File: src/rtl/card_dealer_if.sv
// rtl/card_dealer_if.sv - request/card bundle between a deal requester and card_dealer
interface card_dealer_if;
  logic       deal_req;
  logic       shuffle;
  logic       card_valid;
  logic [3:0] card_rank;
  logic [1:0] card_suit;
  logic [3:0] card_value;
  logic       busy;
  logic [5:0] cards_left;
  logic       deck_empty;

  modport master (
    output deal_req, shuffle,
    input  card_valid, card_rank, card_suit, card_value, busy, cards_left, deck_empty
  );

  modport slave (
    input  deal_req, shuffle,
    output card_valid, card_rank, card_suit, card_value, busy, cards_left, deck_empty
  );
endinterface

File: src/rtl/card_dealer.sv
// rtl/card_dealer.sv - deals unique cards from a 52-card deck using LFSR draws with a scan fallback
module card_dealer #(
  parameter logic [15:0] LFSR_SEED    = 16'hACE1,
  parameter int          REJECT_LIMIT = 16
) (
  input logic          CLOCK_50,
  input logic          reset,
  card_dealer_if.slave dbus
);
  localparam logic [15:0] SEED  = (LFSR_SEED == 16'h0000) ? 16'h0001 : LFSR_SEED;
  localparam int          REJ_W = (REJECT_LIMIT < 1) ? 1 : $clog2(REJECT_LIMIT + 1);

  typedef enum logic [1:0] {IDLE, DRAW, SCAN} state_t;

  state_t             state, state_n;
  logic [15:0]        lfsr, lfsr_n;
  logic [51:0]        used;
  logic [5:0]         cards_left;
  logic [REJ_W-1:0]   rej_cnt;
  logic               card_valid;
  logic [3:0]         card_rank, card_suit_pad, card_value;
  logic [1:0]         card_suit;

  logic [63:0]        used_ext;
  logic [5:0]         cand, scan_idx, acc_idx;
  logic               cand_ok, scan_found, accept, rej_inc;
  logic [1:0]         acc_suit;
  logic [3:0]         acc_rank, acc_value;

  assign lfsr_n   = lfsr[0] ? ((lfsr >> 1) ^ 16'hB400) : (lfsr >> 1);
  assign used_ext = {12'h000, used};
  assign cand     = lfsr[5:0];
  assign cand_ok  = (cand < 6'd52) && !used_ext[cand];

  // Lowest unused index wins: later (lower) iterations overwrite higher ones.
  always_comb begin
    scan_found = 1'b0;
    scan_idx   = 6'd0;
    for (int i = 51; i >= 0; i--) begin
      if (!used[i]) begin
        scan_found = 1'b1;
        scan_idx   = 6'(i);
      end
    end
  end

  always_comb begin
    state_n = state;
    accept  = 1'b0;
    rej_inc = 1'b0;
    acc_idx = cand;
    case (state)
      IDLE: if (dbus.deal_req && cards_left != 6'd0) state_n = DRAW;
      DRAW: begin
        if (cand_ok) begin
          accept  = 1'b1;
          state_n = IDLE;
        end else begin
          rej_inc = 1'b1;
          if (int'(rej_cnt) + 1 >= REJECT_LIMIT) state_n = SCAN;
        end
      end
      SCAN: begin
        accept  = scan_found;
        acc_idx = scan_idx;
        state_n = IDLE;
      end
      default: state_n = IDLE;
    endcase
    if (dbus.shuffle) begin
      state_n = IDLE;
      accept  = 1'b0;
      rej_inc = 1'b0;
    end
  end

  always_comb begin
    acc_suit = 2'd0;
    acc_rank = 4'(acc_idx + 6'd1);
    if (acc_idx >= 6'd39) begin
      acc_suit = 2'd3;
      acc_rank = 4'(acc_idx - 6'd38);
    end else if (acc_idx >= 6'd26) begin
      acc_suit = 2'd2;
      acc_rank = 4'(acc_idx - 6'd25);
    end else if (acc_idx >= 6'd13) begin
      acc_suit = 2'd1;
      acc_rank = 4'(acc_idx - 6'd12);
    end
    if (acc_rank == 4'd1)       acc_value = 4'd11;
    else if (acc_rank > 4'd10)  acc_value = 4'd10;
    else                        acc_value = acc_rank;
  end

  always_ff @(posedge CLOCK_50) begin
    if (reset) state <= IDLE;
    else       state <= state_n;
  end

  always_ff @(posedge CLOCK_50) begin
    if (reset) begin
      lfsr       <= SEED;
      used       <= '0;
      cards_left <= 6'd52;
      rej_cnt    <= '0;
      card_valid <= 1'b0;
      card_rank  <= 4'd0;
      card_suit  <= 2'd0;
      card_value <= 4'd0;
    end else begin
      lfsr       <= lfsr_n;
      card_valid <= accept;
      if (dbus.shuffle) begin
        used       <= '0;
        cards_left <= 6'd52;
        rej_cnt    <= '0;
      end else if (accept) begin
        used       <= used | (52'd1 << acc_idx);
        cards_left <= cards_left - 6'd1;
        rej_cnt    <= '0;
        card_rank  <= acc_rank;
        card_suit  <= acc_suit;
        card_value <= acc_value;
      end else if (rej_inc) begin
        rej_cnt <= rej_cnt + REJ_W'(1);
      end
    end
  end

  assign card_suit_pad   = {2'b00, card_suit};
  assign dbus.card_valid = card_valid;
  assign dbus.card_rank  = card_rank;
  assign dbus.card_suit  = card_suit_pad[1:0];
  assign dbus.card_value = card_value;
  assign dbus.busy       = (state != IDLE);
  assign dbus.cards_left = cards_left;
  assign dbus.deck_empty = (cards_left == 6'd0);
endmodule

File: src/flat_wrapper.sv
// flat-port wrapper written by rule: the top's interface ports become plain ports
module card_dealer_flat 
#(
  parameter logic [15:0] LFSR_SEED    = 16'hACE1,
  parameter int          REJECT_LIMIT = 16
)
  (CLOCK_50, reset, dbus_deal_req, dbus_shuffle, dbus_card_valid, dbus_card_rank, dbus_card_suit, dbus_card_value, dbus_busy, dbus_cards_left, dbus_deck_empty);
  card_dealer_if dbus_i ();
  input logic CLOCK_50;
  input logic reset;
  input wire logic [$bits(dbus_i.deal_req)-1:0] dbus_deal_req;
  input wire logic [$bits(dbus_i.shuffle)-1:0] dbus_shuffle;
  output wire logic [$bits(dbus_i.card_valid)-1:0] dbus_card_valid;
  output wire logic [$bits(dbus_i.card_rank)-1:0] dbus_card_rank;
  output wire logic [$bits(dbus_i.card_suit)-1:0] dbus_card_suit;
  output wire logic [$bits(dbus_i.card_value)-1:0] dbus_card_value;
  output wire logic [$bits(dbus_i.busy)-1:0] dbus_busy;
  output wire logic [$bits(dbus_i.cards_left)-1:0] dbus_cards_left;
  output wire logic [$bits(dbus_i.deck_empty)-1:0] dbus_deck_empty;
  assign dbus_i.deal_req = dbus_deal_req;
  assign dbus_i.shuffle = dbus_shuffle;
  assign dbus_card_valid = dbus_i.card_valid;
  assign dbus_card_rank = dbus_i.card_rank;
  assign dbus_card_suit = dbus_i.card_suit;
  assign dbus_card_value = dbus_i.card_value;
  assign dbus_busy = dbus_i.busy;
  assign dbus_cards_left = dbus_i.cards_left;
  assign dbus_deck_empty = dbus_i.deck_empty;
  card_dealer #(.LFSR_SEED(LFSR_SEED), .REJECT_LIMIT(REJECT_LIMIT)) u_core (.CLOCK_50(CLOCK_50), .reset(reset), .dbus(dbus_i));
endmodule
File: config.mk
export PLATFORM = sky130hd
export DESIGN_NAME = card_dealer_flat
export DESIGN_NICKNAME = d
export VERILOG_FILES = /design/src/rtl/card_dealer_if.sv /design/src/rtl/card_dealer.sv /design/src/flat_wrapper.sv
export SDC_FILE = /design/constraint.sdc
export NUM_CORES = 1
export LEC_CHECK = 0
export BUFFER_PORTS_ARGS = -buffer_cell sky130_fd_sc_hd__buf_4
export CORE_ASPECT_RATIO = 0.75
export CORE_MARGIN = 2
export CORE_UTILIZATION = 56
export DETAILED_ROUTE_END_ITERATION = 6
export PLACE_DENSITY = 0.77
export RECOVER_POWER = 50
export SYNTH_ARGS = -nofsm -noshare
export SYNTH_HDL_FRONTEND = slang
export SYNTH_SLANG_ARGS = --single-unit
File: constraint.sdc
create_clock -name CLOCK_50 -period 3.7 [get_ports CLOCK_50]
set_input_delay 0.74 -clock CLOCK_50 [delete_from_list [all_inputs] [get_ports CLOCK_50]]
set_output_delay 0.74 -clock CLOCK_50 [all_outputs]
set_load 0.01 [all_outputs]
**Yosys cells after proc, flatten, opt, wreduce, memory -nomap -nowiden**

Cells that the tools add are included.

- $add $sub $neg: 7
- Magnitude comparators: 7
- Equal/unequal tests: 5
- Shifts and indexed selects: 1
- Mux-type cells: 126
- Bitwise gates (word level): 3
- Reduce and logical (&&, ||, !) cells: 11

Operators with widths:

| cell | number |
|---|---|
| 6-bit two-way mux | 53 |
| 1-bit two-way mux | 59 |
| 52-bit OR | 1 |
| 1-bit by 6-bit left shift with 52-bit output (first input constant) | 1 |
| 32-bit by 6-bit greater-or-equal comparator with 1-bit output (second input constant) | 1 |
| 4-bit two-way mux | 5 |
| 16-bit two-way mux | 1 |
| 2-bit two-way mux | 5 |
| 4-bit subtractor (second input constant) | 2 |
| 6-bit by 7-bit < comparator with 1-bit output (second input constant) | 1 |
| 5-bit by 1-bit adder with 6-bit output (second input constant) | 1 |
| 1-bit binary-select mux with 6-bit select | 1 |
| 6-bit by 4-bit greater-or-equal comparator with 1-bit output (second input constant) | 1 |
| 6-bit by 5-bit greater-or-equal comparator with 1-bit output (second input constant) | 1 |
| 6-bit greater-or-equal comparator (second input constant) | 1 |
| 6-bit zero test | 1 |
| 6-bit < comparator (second input constant) | 1 |
| 6-bit nonzero test | 1 |
| 6-bit by 1-bit subtractor with 6-bit output (second input constant) | 1 |
| 5-bit by 1-bit adder with 5-bit output (second input constant) | 1 |
| 4-bit by 1-bit adder with 4-bit output (second input constant) | 1 |
| 4-bit by 1-bit equality test with 1-bit output (second input constant) | 1 |
| 4-bit greater-than comparator (second input constant) | 1 |
| 3-bit inverter with 4-bit output | 1 |
| 15 further kinds | 17 |

- Flip-flop bits (word level): 92
- Input bits: 4
- Output and inout port bits: 19
- Word-level logic and storage cells: 169

**Logic depth before layout (Yosys ltp)**

- Depth in word-level cells: 60
- Gate-level depth with buffers: 18
- Depth with buffers taken out: 16

**Least setup slack after synthesis**

Ideal clock, no wire load.

- Path type: register -> register
- Start: register u_core.state[0]
- End: register u_core.card_value[1] (netlist: u_core.dbus.card_value[1])
- Setup time: 125 ps
- Arrival: 3303 ps
- Data required time: 3575 ps
- Slack: 272 ps
- Stages on the path, launching flop included: 18
- Buffers on the path: 3
- Clock period less this slack: 3428 ps
- Path through: dfxtp_1 -> inv_1 -> ha_1 -> clkbuf_2 -> inv_1 -> or2_2 -> nand2b_1 -> o311a_1 -> clkbuf_1 -> inv_1 -> ha_1 -> a21boi_0 -> or3_1 -> buf_6 -> a22o_1 -> a222oi_1 -> and2_1 -> a31oi_1

- Word-level cells in the longest chain between the ends: 9
- Elaborated cells between the ends (all ways): 20
- Classes of those cells: add/sub (4); order compare (4); eq/ne (3); mux (8); reduce/logical (1)

RTL lines:

| what | line | RTL |
|---|---|---|
| start: declaration | card_dealer.sv:15 | `state_t state, state_n;` |
| start signal: assignment | card_dealer.sv:97 | `else state <= state_n;` |
| 2-bit equality test | card_dealer.sv:52 | `case (state)` |
| 6-bit two-way mux | card_dealer.sv:52 |  |
| 6-bit by 4-bit greater-or-equal comparator with 1-bit output (tied with other cells) | card_dealer.sv:86 | `end else if (acc_idx >= 6'd13) begin` |
| 4-bit two-way mux | card_dealer.sv:86 |  |
| 4-bit two-way mux | card_dealer.sv:83 | `end else if (acc_idx >= 6'd26) begin` |
| 4-bit two-way mux | card_dealer.sv:80 | `if (acc_idx >= 6'd39) begin` |
| 4-bit greater-than comparator | card_dealer.sv:91 | `else if (acc_rank > 4'd10) acc_value = 4'd10;` |
| 4-bit two-way mux | card_dealer.sv:91 |  |
| 4-bit two-way mux | card_dealer.sv:90 | `if (acc_rank == 4'd1) acc_value = 4'd11;` |
| end signal: assignment | card_dealer.sv:123 | `card_value <= acc_value;` |
| end: declaration | card_dealer.sv:21 | `logic [3:0] card_rank, card_suit_pad, card_value;` |

Parallel ways exist; a longest one is shown, timed or not.
A chain may end at the register's enable or synchronous reset.

**Worst setup path after layout**

- Start: register u_core.used[44]
- End: register u_core.card_value[1] (netlist: u_core.dbus.card_value[1])

- Word-level cells in the longest chain between the ends: 53
- Elaborated cells between the ends (all ways): 113
- Classes of those cells: add/sub (4); order compare (4); eq/ne (1); mux (101); reduce/logical (3)

RTL lines:

| what | line | RTL |
|---|---|---|
| start: declaration | card_dealer.sv:17 | `logic [51:0] used;` |
| start signal: assignment | card_dealer.sv:118 | `used <= used \| (52'd1 << acc_idx);` |
| 6-bit two-way mux (45 in a row) | card_dealer.sv:40 | `if (!used[i]) begin` |
| 6-bit two-way mux | card_dealer.sv:52 |  |
| 6-bit by 4-bit greater-or-equal comparator with 1-bit output (tied with other cells) | card_dealer.sv:86 |  |
| 4-bit two-way mux | card_dealer.sv:86 |  |
| 4-bit two-way mux | card_dealer.sv:83 |  |
| 4-bit two-way mux | card_dealer.sv:80 |  |
| 4-bit greater-than comparator | card_dealer.sv:91 |  |
| 4-bit two-way mux | card_dealer.sv:91 |  |
| 4-bit two-way mux | card_dealer.sv:90 |  |

Parallel ways exist; a longest one is shown, timed or not. The select of a mux whose other input is x is not followed.

==> results.yml <==
detailed_routing:
  drt_iter0_markers: 552
  ant_nets: 0
  vias: 4478
  viasPerCell: 6.388
  drc: 0
  wl_per_cell_um: 19.27
  first_pass_iters: 5
  routed_wl_um: 13510
yosys:
  avgSynthCellArea_um2: 8.928
  ys_seq_elements: 92
  synth_edf_count: 0
  yosysWarnings: 0
  syn_nets: 582
  synthArstFlopShare_pct: 0
  yosysSeqAreaShare_pct: 36.84
  synth_area_mm2: 0.005000
  synth_flop_cell: "dfxtp_1"
  syn_inst: 560
  synth_cell_type_count: 65
sta:
  layout_min_cycle_time_ps: 3540
  hold_viol_final: 0
  post-route-period-util_pct: 95.67
  setup_violations: 0
  fmax_ghz: 0.2825
  setup_tns_ps: 0
  drv_slew: 0
  fin_worst_skew_ps: 3.727
  hold_ws_ps: 410.7
  max-slew-margin-rel_pct: 28.42
  tightest_slew_ps: 1074
floorplan:
  die_x_um: 113.1
  start_util_pct: 58.39
  fp.dieArea_mm2: 0.009708
  pin_count: 23
  die-height_um: 85.83
  core.rowCount: 29
  coreArea_mm2: 0.008563
power:
  max-vdd-ir-drop_mv: 0.2737
  leakagePower_uw: 0.001982
  p_per_area_mw_per_mm2: 372.9
cts:
  cts_inserted_buffers: 9
  insertion_delay_ps: 340
  cts.sinks: 92
  clk_path_buf_depth: 2
  ctsHoldBuffers: 0
  clkSlewWorstSetupHoldPaths_ps: 60
  cts_root_buf: "clkbuf_16"
  cts_tree: "done"
  cts_max_level: 3
worst_setup_path:
  cp_slowest_cell: "dfxtp_1"
  slowest_delay_ps: 400
  reg2reg_setup_slack_ps: 160
  crit_type: "reg -> reg"
  r2r-end: "u_core.dbus.card_value[1]"
  arrival_ps: 3810
  reg2reg_depth: 15
  crit_path_cell_trace: "inv_1 -> a211o_1 -> a31oi_1 -> o221ai_2 -> a21o_1 -> buf_4 -> ha_1 -> nor2_1 -> o211ai_1 -> a211oi_2 -> buf_4 -> nor4_1 -> o41ai_4 -> o211ai_1 -> a31oi_1"
  rr_startpoint: "u_core.used[44]"
  path_max_fanout: 5
  crit_family: "compound AO/OA/AOI/OAI gates"
  cp.buffers_inverters: 3
  cp.required_ps: 3970
  crit_path_start_kind: "flop"
  endpoint_kind: "flop"
final_layout:
  stdcell_area_mm2: 0.005622
  postLayoutCoreUtil_pct: 65.65
  fin_nets: 610
  antennaDiodeCount: 0
  layout-drive-gt1-share_pct: 16.86
  syn_to_final_growth_pct: 12.44
placement:
  dpl_cell_area_mm2: 0.005304
  numPortBuffers: 22
  dp_hpwl_um: 9585
  gp_congestion: 0.9190
hold_path:
  min_delay_path_depth: 1
  hp-start: "u_core.lfsr[12]"
  hold_class: "reg -> reg"
  hold-path-endpoint: "u_core.lfsr[11]"
global_route:
  grt_first_pass_wirelength_um: 21190
  grt_pass1_vias: 3987
  grtUsageTotal_pct: 28.23
  grt_max_degree: 33
  gr-total-overflow: 0
  antenna_found_initial: 0
run_status:
  outcome: "finished, final reports clean"
run:
  drv_cap: 0
-- registers in the layout, summed over array words and instances, names as in the netlist, 2 cells and up --
name and count:
u_core.used 52, u_core.lfsr 16, u_core.dbus.cards_left 6, u_core.rej_cnt 5
u_core.dbus.card_rank 4, u_core.dbus.card_value 4, u_core.dbus.card_suit 2, u_core.state 2
-- placed cells by master (no fill, tap or decap), types with 7 or more instances in the layout --
master	count
ha_1	17
and3_1	7
a22o_1	15
nand2_1	40
inv_1	24
a21oi_1	51
a31oi_1	7
nand3_1	12
mux4_2	13
clkbuf_16	9
or2_2	9
nor2b_1	19
dfxtp_2	7
dfxtp_1	85
nand4_1	18
buf_4	15
xnor2_1	9
nand2b_1	9
o21ai_0	13
clkbuf_1	21
nor2_1	83
-- logic make-up after synthesis --
| family | after synthesis | synth area share (%) |
|---|---|---|
| AND/OR/NAND/NOR | 228 | 24.37 |
| AO/OA/AOI/OAI | 147 | 21.35 |
| flip-flops | 92 | 36.84 |
| buffers and inverters | 45 | 4.004 |
| adder cells (fa/ha/maj) | 18 | 4.505 |
| multiplexers | 17 | 6.657 |
| XOR/XNOR | 13 | 2.277 |
-- through the flow --
step                      total power [uW]  instances  setup slack [ps]
after global placement                1192        683             175.4
after global routing                  2156        701            -28.44
after detailed placement              1193        683             49.24
final                                 2096        701             160.4
after floorplan                       1148        560             272.5
after CTS                             2102        699             8.723
-- routing by layer --
layer,part of all wire [%],track usage [%]
met5,0,0
met4,1.8,7.095
met3,10,7.138
met2,43,41.26
met1,45,41.80
-- where the power goes --
part,internal [uW],switching (uW)
Sequential,1000,11.5
Combinational,64.5,98.8
Clock,540,378
Total,1610,488
-- Yosys cell counts (3+ instances only) --
| master | n | area [um2] |
|---|---|---|
| o21ai_0 | 14 | 70.07 |
| o221ai_1 | 3 | 26.28 |
| dfxtp_1 | 92 | 1842 |
| inv_1 | 25 | 93.84 |
| mux4_2 | 13 | 292.8 |
| a22o_1 | 15 | 131.4 |
| nor4_4 | 4 | 85.08 |
| a31o_2 | 3 | 26.28 |
| clkbuf_1 | 15 | 56.30 |
| a21boi_0 | 5 | 37.54 |
| nor3_2 | 4 | 40.04 |
| ha_1 | 18 | 225.2 |
| xor2_1 | 4 | 35.03 |
| o31a_1 | 3 | 26.28 |
| xnor2_1 | 9 | 78.83 |
| and4_1 | 3 | 26.28 |
| mux2i_1 | 4 | 40.04 |
| a211oi_1 | 7 | 52.55 |
| nor2b_1 | 19 | 118.9 |
| and2_1 | 6 | 37.54 |
| nand2_1 | 40 | 150.1 |
| nand4_1 | 18 | 112.6 |
| o31ai_1 | 3 | 22.52 |
| a31oi_1 | 7 | 43.79 |
| a21oi_1 | 51 | 255.2 |
| nand2b_1 | 9 | 56.30 |
| buf_6 | 4 | 45.04 |
| nand3_1 | 12 | 60.06 |
| o211ai_1 | 6 | 45.04 |
| nand4_2 | 3 | 37.54 |
| nor2_1 | 83 | 311.6 |
| or2_2 | 9 | 56.30 |
| and3_1 | 7 | 43.79 |
-- worst max path at each step --
stage,start,end,slack [ps],cells after the start
floorplan,u_core.state[0],u_core.dbus.card_value[1],270,17
global placement,u_core.used[43],u_core.dbus.card_value[1],180,13
detailed placement,u_core.used[43],u_core.dbus.card_value[1],50,13
CTS,u_core.used[43],u_core.dbus.card_value[1],9,13
global route,u_core.used[44],u_core.dbus.card_value[1],-30,14
finish,u_core.used[44],u_core.dbus.card_value[1],160,15
-- final cells by class --
type | instances | area, um2
clock buffers | 10 | 239.0
clock inverters | 6 | 63.81
fillers | 708 | 2942
inverters | 25 | 93.84
multi-input cells | 423 | 3028
flip-flops and latches | 92 | 1851
well taps | 108 | 135.1
repair buffers | 37 | 211.5
-- repair_timing --
| item | CTS | global route |
|---|---|---|
| endpoints found under the setup margin | 0 | 8 |
| resized for setup | 0 | 25 |
| hold endpoints to repair | 0 | 0 |
| buffers inserted | 0 | 2 |
(Power assumes the default switching activity.)
